<file path="src/rtl/prim_clock_gate_ctrl_if.sv">
// Handshake bundle between power-management control and the clock-gate controller.
// The controller takes the slave view; the requester side takes the master view.
interface prim_clock_gate_ctrl_if #(
    parameter int NumChan = 4
) ();
    logic [NumChan-1:0] req_en_i;
    logic [NumChan-1:0] idle_i;
    logic               test_en_i;
    logic [NumChan-1:0] en_o;
    logic [NumChan-1:0] ack_o;
    logic               all_off_o;

    modport master (
        output req_en_i, idle_i, test_en_i,
        input  en_o, ack_o, all_off_o
    );

    modport slave (
        input  req_en_i, idle_i, test_en_i,
        output en_o, ack_o, all_off_o
    );
endinterface

</file>
<file path="src/rtl/prim_clock_gate_ctrl.sv">
// Multi-channel clock-enable controller: synchronised request, idle hold-off before
// gating, and a settle delay before acknowledging a wake.
//
//  state | meaning
//  ------+-----------------------------------------------------------
//  ON    | enable high, acknowledged; waiting for the request to drop
//  DRAIN | enable still high; counting consecutive consumer-idle cycles
//  OFF   | enable low (except test force); waiting for a request
//  WAKE  | enable high, settling for WakeCycles before acknowledging
module prim_clock_gate_ctrl #(
    parameter int   NumChan    = 4,
    parameter int   SyncStages = 2,
    parameter int   IdleCycles = 8,
    parameter int   WakeCycles = 2,
    parameter logic ResetOn    = 1'b1
) (
    input logic                  clk_i,
    input logic                  rst_i,
    prim_clock_gate_ctrl_if.slave bus
);

    localparam int MaxCycles = (IdleCycles > WakeCycles) ? IdleCycles : WakeCycles;
    localparam int CntW      = $clog2(MaxCycles) + 1;

    localparam logic [CntW-1:0] IdleLast = CntW'(IdleCycles - 1);
    localparam logic [CntW-1:0] WakeLast = CntW'(WakeCycles - 1);
    localparam logic [CntW-1:0] CntOne   = CntW'(1);

    localparam logic [1:0] ST_ON    = 2'd0;
    localparam logic [1:0] ST_DRAIN = 2'd1;
    localparam logic [1:0] ST_OFF   = 2'd2;
    localparam logic [1:0] ST_WAKE  = 2'd3;
    localparam logic [1:0] ST_RESET = ResetOn ? ST_ON : ST_OFF;

    logic [NumChan-1:0] en_vec;
    logic [NumChan-1:0] ack_vec;
    logic [NumChan-1:0] off_next;
    logic               all_off_q;

    for (genvar i = 0; i < NumChan; i++) begin : g_chan
        logic [SyncStages-1:0] sync_q;
        logic                  req_s;
        logic [1:0]            state_q, state_d;
        logic [CntW-1:0]       cnt_q, cnt_d;
        logic                  en_q, ack_q;

        always_ff @(posedge clk_i or posedge rst_i) begin
            if (rst_i) begin
                sync_q <= {SyncStages{ResetOn}};
            end else begin
                sync_q <= {sync_q[SyncStages-2:0], bus.req_en_i[i]};
            end
        end

        assign req_s = sync_q[SyncStages-1];

        always_comb begin
            state_d = state_q;
            cnt_d   = cnt_q;
            case (state_q)
                ST_ON: begin
                    if (!req_s) begin
                        state_d = ST_DRAIN;
                        cnt_d   = '0;
                    end
                end
                ST_DRAIN: begin
                    // A returning request wins over everything, so enable never dips.
                    if (req_s) begin
                        state_d = ST_ON;
                    end else if (!bus.idle_i[i]) begin
                        cnt_d = '0;
                    end else if (cnt_q == IdleLast) begin
                        state_d = ST_OFF;
                    end else begin
                        cnt_d = cnt_q + CntOne;
                    end
                end
                ST_OFF: begin
                    if (req_s) begin
                        state_d = ST_WAKE;
                        cnt_d   = '0;
                    end
                end
                ST_WAKE: begin
                    if (cnt_q == WakeLast) begin
                        state_d = ST_ON;
                    end else begin
                        cnt_d = cnt_q + CntOne;
                    end
                end
                default: state_d = ST_RESET;
            endcase
        end

        // Enable and acknowledge come straight from flops loaded with the next-state decode.
        always_ff @(posedge clk_i or posedge rst_i) begin
            if (rst_i) begin
                state_q <= ST_RESET;
                cnt_q   <= '0;
                en_q    <= ResetOn;
                ack_q   <= ResetOn;
            end else begin
                state_q <= state_d;
                cnt_q   <= cnt_d;
                en_q    <= (state_d != ST_OFF);
                ack_q   <= (state_d == ST_ON);
            end
        end

        assign en_vec[i]   = en_q;
        assign ack_vec[i]  = ack_q;
        assign off_next[i] = (state_d == ST_OFF);
    end

    always_ff @(posedge clk_i or posedge rst_i) begin
        if (rst_i) begin
            all_off_q <= ~ResetOn;
        end else begin
            all_off_q <= &off_next;
        end
    end

    assign bus.en_o      = en_vec | {NumChan{bus.test_en_i}};
    assign bus.ack_o     = ack_vec;
    assign bus.all_off_o = all_off_q;

endmodule

</file>
<file path="src/flat_wrapper.sv">
// flat-port wrapper written by rule: the top's interface ports become plain ports
module prim_clock_gate_ctrl_flat 
#(
    parameter int   NumChan    = 4,
    parameter int   SyncStages = 2,
    parameter int   IdleCycles = 8,
    parameter int   WakeCycles = 2,
    parameter logic ResetOn    = 1'b1
)
  (clk_i, rst_i, bus_req_en_i, bus_idle_i, bus_test_en_i, bus_en_o, bus_ack_o, bus_all_off_o);
  prim_clock_gate_ctrl_if #(.NumChan(NumChan)) bus_i ();
  input logic clk_i;
  input logic rst_i;
  input wire logic [$bits(bus_i.req_en_i)-1:0] bus_req_en_i;
  input wire logic [$bits(bus_i.idle_i)-1:0] bus_idle_i;
  input wire logic [$bits(bus_i.test_en_i)-1:0] bus_test_en_i;
  output wire logic [$bits(bus_i.en_o)-1:0] bus_en_o;
  output wire logic [$bits(bus_i.ack_o)-1:0] bus_ack_o;
  output wire logic [$bits(bus_i.all_off_o)-1:0] bus_all_off_o;
  assign bus_i.req_en_i = bus_req_en_i;
  assign bus_i.idle_i = bus_idle_i;
  assign bus_i.test_en_i = bus_test_en_i;
  assign bus_en_o = bus_i.en_o;
  assign bus_ack_o = bus_i.ack_o;
  assign bus_all_off_o = bus_i.all_off_o;
  prim_clock_gate_ctrl #(.NumChan(NumChan), .SyncStages(SyncStages), .IdleCycles(IdleCycles), .WakeCycles(WakeCycles), .ResetOn(ResetOn)) u_core (.clk_i(clk_i), .rst_i(rst_i), .bus(bus_i));
endmodule
</file>
<file path="config.mk">
export PLATFORM = sky130hd
export DESIGN_NAME = prim_clock_gate_ctrl_flat
export DESIGN_NICKNAME = d
export VERILOG_FILES = /design/src/rtl/prim_clock_gate_ctrl_if.sv /design/src/rtl/prim_clock_gate_ctrl.sv /design/src/flat_wrapper.sv
export SDC_FILE = /design/constraint.sdc
export NUM_CORES = 1
export LEC_CHECK = 0
export BUFFER_PORTS_ARGS = -buffer_cell sky130_fd_sc_hd__buf_4
export CAP_MARGIN = 20
export CELL_PAD_IN_SITES_DETAIL_PLACEMENT = 0
export CELL_PAD_IN_SITES_GLOBAL_PLACEMENT = 1
export CORE_ASPECT_RATIO = 1.25
export CORE_UTILIZATION = 44
export CTS_BUF_LIST = sky130_fd_sc_hd__clkbuf_4 sky130_fd_sc_hd__clkbuf_8
export DETAILED_ROUTE_END_ITERATION = 6
export GPL_TIMING_DRIVEN = 0
export PLACE_DENSITY_LB_ADDON = 0.1
export SLEW_MARGIN = 20
export SYNTH_ARGS = -nofsm -noshare
export SYNTH_HDL_FRONTEND = slang
export SYNTH_SLANG_ARGS = --single-unit
</file>
<file path="constraint.sdc">
create_clock -name clk_i -period 1.6 [get_ports clk_i]
set_input_delay 0.32 -clock clk_i [delete_from_list [all_inputs] [get_ports clk_i]]
set_output_delay 0.32 -clock clk_i [all_outputs]
set_load 0.01 [all_outputs]
</file>
==> flow_metrics.py <==
metrics = {
    "routing": {
        "drcViolationCount": 0,
        "drt-initial-drc-count": 89,
        "antenna_left": 0,
        "wl_um": 4300,
        "avgRoutedWirePerCell_um": 14.4,
        "viasPerCell": 5.42,
        "vias": 1614,
        "dr.pass1.iters": 4,
    },
    "sta": {
        "slew_viol_final": 0,
        "tightest_slew_ns": 0.587,
        "setup_slack_ns": -0.0813,
        "period_needed_ns": 1.68,
        "timing.hold.ws_ns": 0.131,
        "fmax_mhz": 595,
        "rsz0062_at_grt": "true",
        "skew_ns": 0.00901,
        "slew_headroom_pct": 60.4,
        "fin_crit_sh_pct": 105,
        "hold_viol_final": 0,
        "setup_violations": 9,
    },
    "power": {
        "p_comb_share_pct": 14.5,
        "ir_drop_mv": 0.655,
        "power_density_nw_per_um2": 842,
        "internal_power_w": 0.00183,
        "clock_power_share_pct": 36.8,
        "swShare_pct": 22.9,
        "switching_power_w": 0.000543,
        "seq_power_share_pct": 48.7,
        "leakage_nw": 1.25,
    },
    "place": {
        "dp_hpwl_um": 2390,
        "dpl.cell_count": 247,
        "dpl_cell_area_um2": 2210,
        "port-buffer-count": 19,
        "routabilityCongestion": 0.787,
    },
    "worst_hold_path": {
        "hold_path_startpoint": "bus_req_en_i[1]",
        "min_path_type": "primary input to flop",
    },
    "cells_and_area": {
        "syn2layout_area_growth_pct": 43.1,
        "mostFrequentLayoutCells": "buf_4, dfrtp_1, dfstp_2, nor2_1, o21ai_0",
        "finalCoreUtilization_pct": 67.1,
        "nNetsFinal": 260,
        "drive_gt1_share_pct": 56.6,
        "fin_cells": 298,
        "mostFrequentLayoutCell": "buf_4",
        "final_area_um2": 2820,
        "diodes": 0,
    },
    "floorplanning": {
        "row_count": 26,
        "pin_count": 20,
        "initial_utilization_pct": 46.9,
        "die_w_um": 61.8,
        "core_um2": 4200,
        "die_area_um2": 4750,
        "die-height_um": 76.8,
    },
    "cts": {
        "clockBufferDepth": 2,
        "cts-root-buf": "clkbuf_8",
        "cts_tree": "yes",
        "cts_sinks": 41,
        "clock_latency_ns": 0.29,
        "cts_inserted_buffers": 5,
        "htree_levels": 2,
        "path_clk_slew_ns": 0.08,
    },
    "setup_path": {
        "path_class": "flop to flop",
        "cp.required_ns": 1.78,
        "r2r_cells": 5,
        "slowest_delay_ns": 0.42,
        "cp-endpoint": "u_core.g_chan[0].cnt_q[1]$_DFFE_PP0P_",
        "crit_path_end_kind": "flop",
        "crit_path_cell_trace": "ha_2, nand4b_1, nor3b_2, a2111oi_4, mux2_4",
        "crit_slowest_cell": "dfrtp_1",
        "rrSetupSlack_ns": -0.08,
        "startpoint": "u_core.g_chan[0].cnt_q[1]$_DFFE_PP0P_",
        "timing.rr.end": "u_core.g_chan[0].cnt_q[1]$_DFFE_PP0P_",
        "cp.arrival_ns": 1.86,
        "rr_startpoint": "u_core.g_chan[0].cnt_q[1]$_DFFE_PP0P_",
        "worstSetupStartpointType": "flop",
        "crit_fanout": 4,
    },
    "synth": {
        "ys_types": 41,
        "synthTopCellsByArea": "dfrtp_1, dfstp_2, ha_1",
        "avgSynthCellArea_um2": 11.5,
        "async_reset_ff_share_pct": 100,
        "synth-seq-cells": 41,
        "syn-cell-area_um2": 1970,
        "synth_ff_type": "dfrtp_1",
        "synth_top_area_share_pct": 31.8,
        "ys_warn_count": 0,
        "syn_nets": 190,
        "synth_top_area_cell": "dfrtp_1",
        "synth_cells": 171,
        "yosysSeqAreaShare_pct": 53.1,
        "synth_edf_count": 0,
    },
    "grt": {
        "grt_pass1_vias": 1561,
        "grt_max_degree": 34,
        "grt_pass1_wl_um": 6930,
        "grt_util_all_layers_pct": 19.9,
        "antenna_found_initial": 0,
        "gr-total-overflow": 0,
    },
    "outcome": {
        "outcome": "finished, violations left",
        "violations": "setup timing",
    },
    "run": {
        "drv_cap": 0,
    },
}
cells by family (layout without fill, tap and decap cells):
logic type / after synthesis / count (layout) / synth area share (%)
AOI/OAI and AO/OA: 40 / 40 / 15.0
adders and majority gates: 8 / 8 / 5.08
buffers and inverters: 15 / 86 / 4.38
DFF: 41 / 41 / 53.1
muxes: 7 / 7 / 4.32
and+or+nand+nor: 60 / 60 / 18.1
through the flow:
stage / setup WS (ns) / TNS [ns] / power, W
final: -0.0813 / -0.316 / 0.00237
after global placement: -0.237 / -4.51 / 0.00135
after detailed placement: -0.261 / -1.05 / 0.00136
after CTS: -0.0911 / -0.204 / 0.00233
after floorplan: -0.0989 / -0.101 / 0.00129
after global routing: -0.139 / -1.01 / 0.00248
what timing repair did:
action                                  CTS  global route
buffers inserted                         37             9
endpoints found under the setup margin   14            19
hold endpoints to repair                  6             0
resized for setup                        19            25
pin swaps                                13            14
hold buffers                              1             0
gates cloned                              0             0
cell usage after synthesis (2+ instances only):
cell type  number
buf_6           2
and3_1          2
nand4bb_1       2
buf_4           4
o22ai_1         3
mux2_2          3
inv_1           8
nand2b_1        4
a22o_2          2
nor2b_1         2
or2_2           4
o21a_1          3
nor2_1         16
ha_1            8
nor3_1          4
a2bb2oi_1       3
a21oi_1         5
dfrtp_1        25
o211a_1         2
o21ai_0        13
nor3b_1         8
nand2_1         3
a22o_1          4
nand3_1         6
dfstp_2        16
or2_1           2
nor4bb_1        2
mux2_4          2
power by group through the flow:
stage          combinational, W  clock (W)  sequential, W
2_1_floorplan          0.000139          0        0.00115
4_1_cts                0.000293   0.000892        0.00115
3_5_place_dp           0.000201          0        0.00116
5_1_grt                0.000379   0.000933        0.00116
3_3_place_gp           0.000188          0        0.00116
6_report               0.000344   0.000873        0.00116
worst max-delay path, delay by kind of cell, from the launching register on:
family | cells | cell delay (ns)
flops | 1 | 0.42
compound gates | 1 | 0.34
mux | 1 | 0.33
simple gates | 2 | 0.27
fa+ha+maj | 1 | 0.21
layout make-up:
cell class              count  area (µm²)
fillers                   310        1380
clock inverters             1        30.0
multi-input cells         115         995
repair buffers             65         522
clock buffers               7        90.1
inverters                   9        33.8
flip-flops and latches     41        1050
well taps                  56        70.1
plain buffers               4        30.0
routing by layer:
layer / vias up / part of all wire [%] / wire length (µm) / track usage [%]
met3: 11 / 4.1 / 177 / 6.07
met1: 806 / 41 / 1780 / 23.0
met4: 0 / 2.8 / 120 / 9.11
met5: - / 0 / 0 / 0
li1: 759 / - / - / -
met2: 38 / 52 / 2220 / 32.7
registers in the layout, indices dropped and copies added, names as in the netlist:
register / cells
u_core.g_chan.cnt_q: 16
u_core.g_chan.state_q: 8
u_core.g_chan.sync_q: 8
u_core.g_chan.ack_q: 4
u_core.g_chan.en_q: 4
u_core.bus.all_off_o: 1
how the worst min path moves through the flow:
stage               cells past startpoint                               endpoint  slack [ns]
floorplan                               0   u_core.g_chan[0].sync_q[0]$_DFF_PP1_        0.32
global placement                        0   u_core.g_chan[0].sync_q[1]$_DFF_PP1_        0.35
detailed placement                      2  u_core.g_chan[0].cnt_q[1]$_DFFE_PP0P_        0.25
CTS                                     1   u_core.g_chan[1].sync_q[0]$_DFF_PP1_        0.12
global route                            1   u_core.g_chan[1].sync_q[0]$_DFF_PP1_        0.11
finish                                  1   u_core.g_chan[1].sync_q[0]$_DFF_PP1_        0.13
Note: power is estimated with default switching activity, not from simulation.
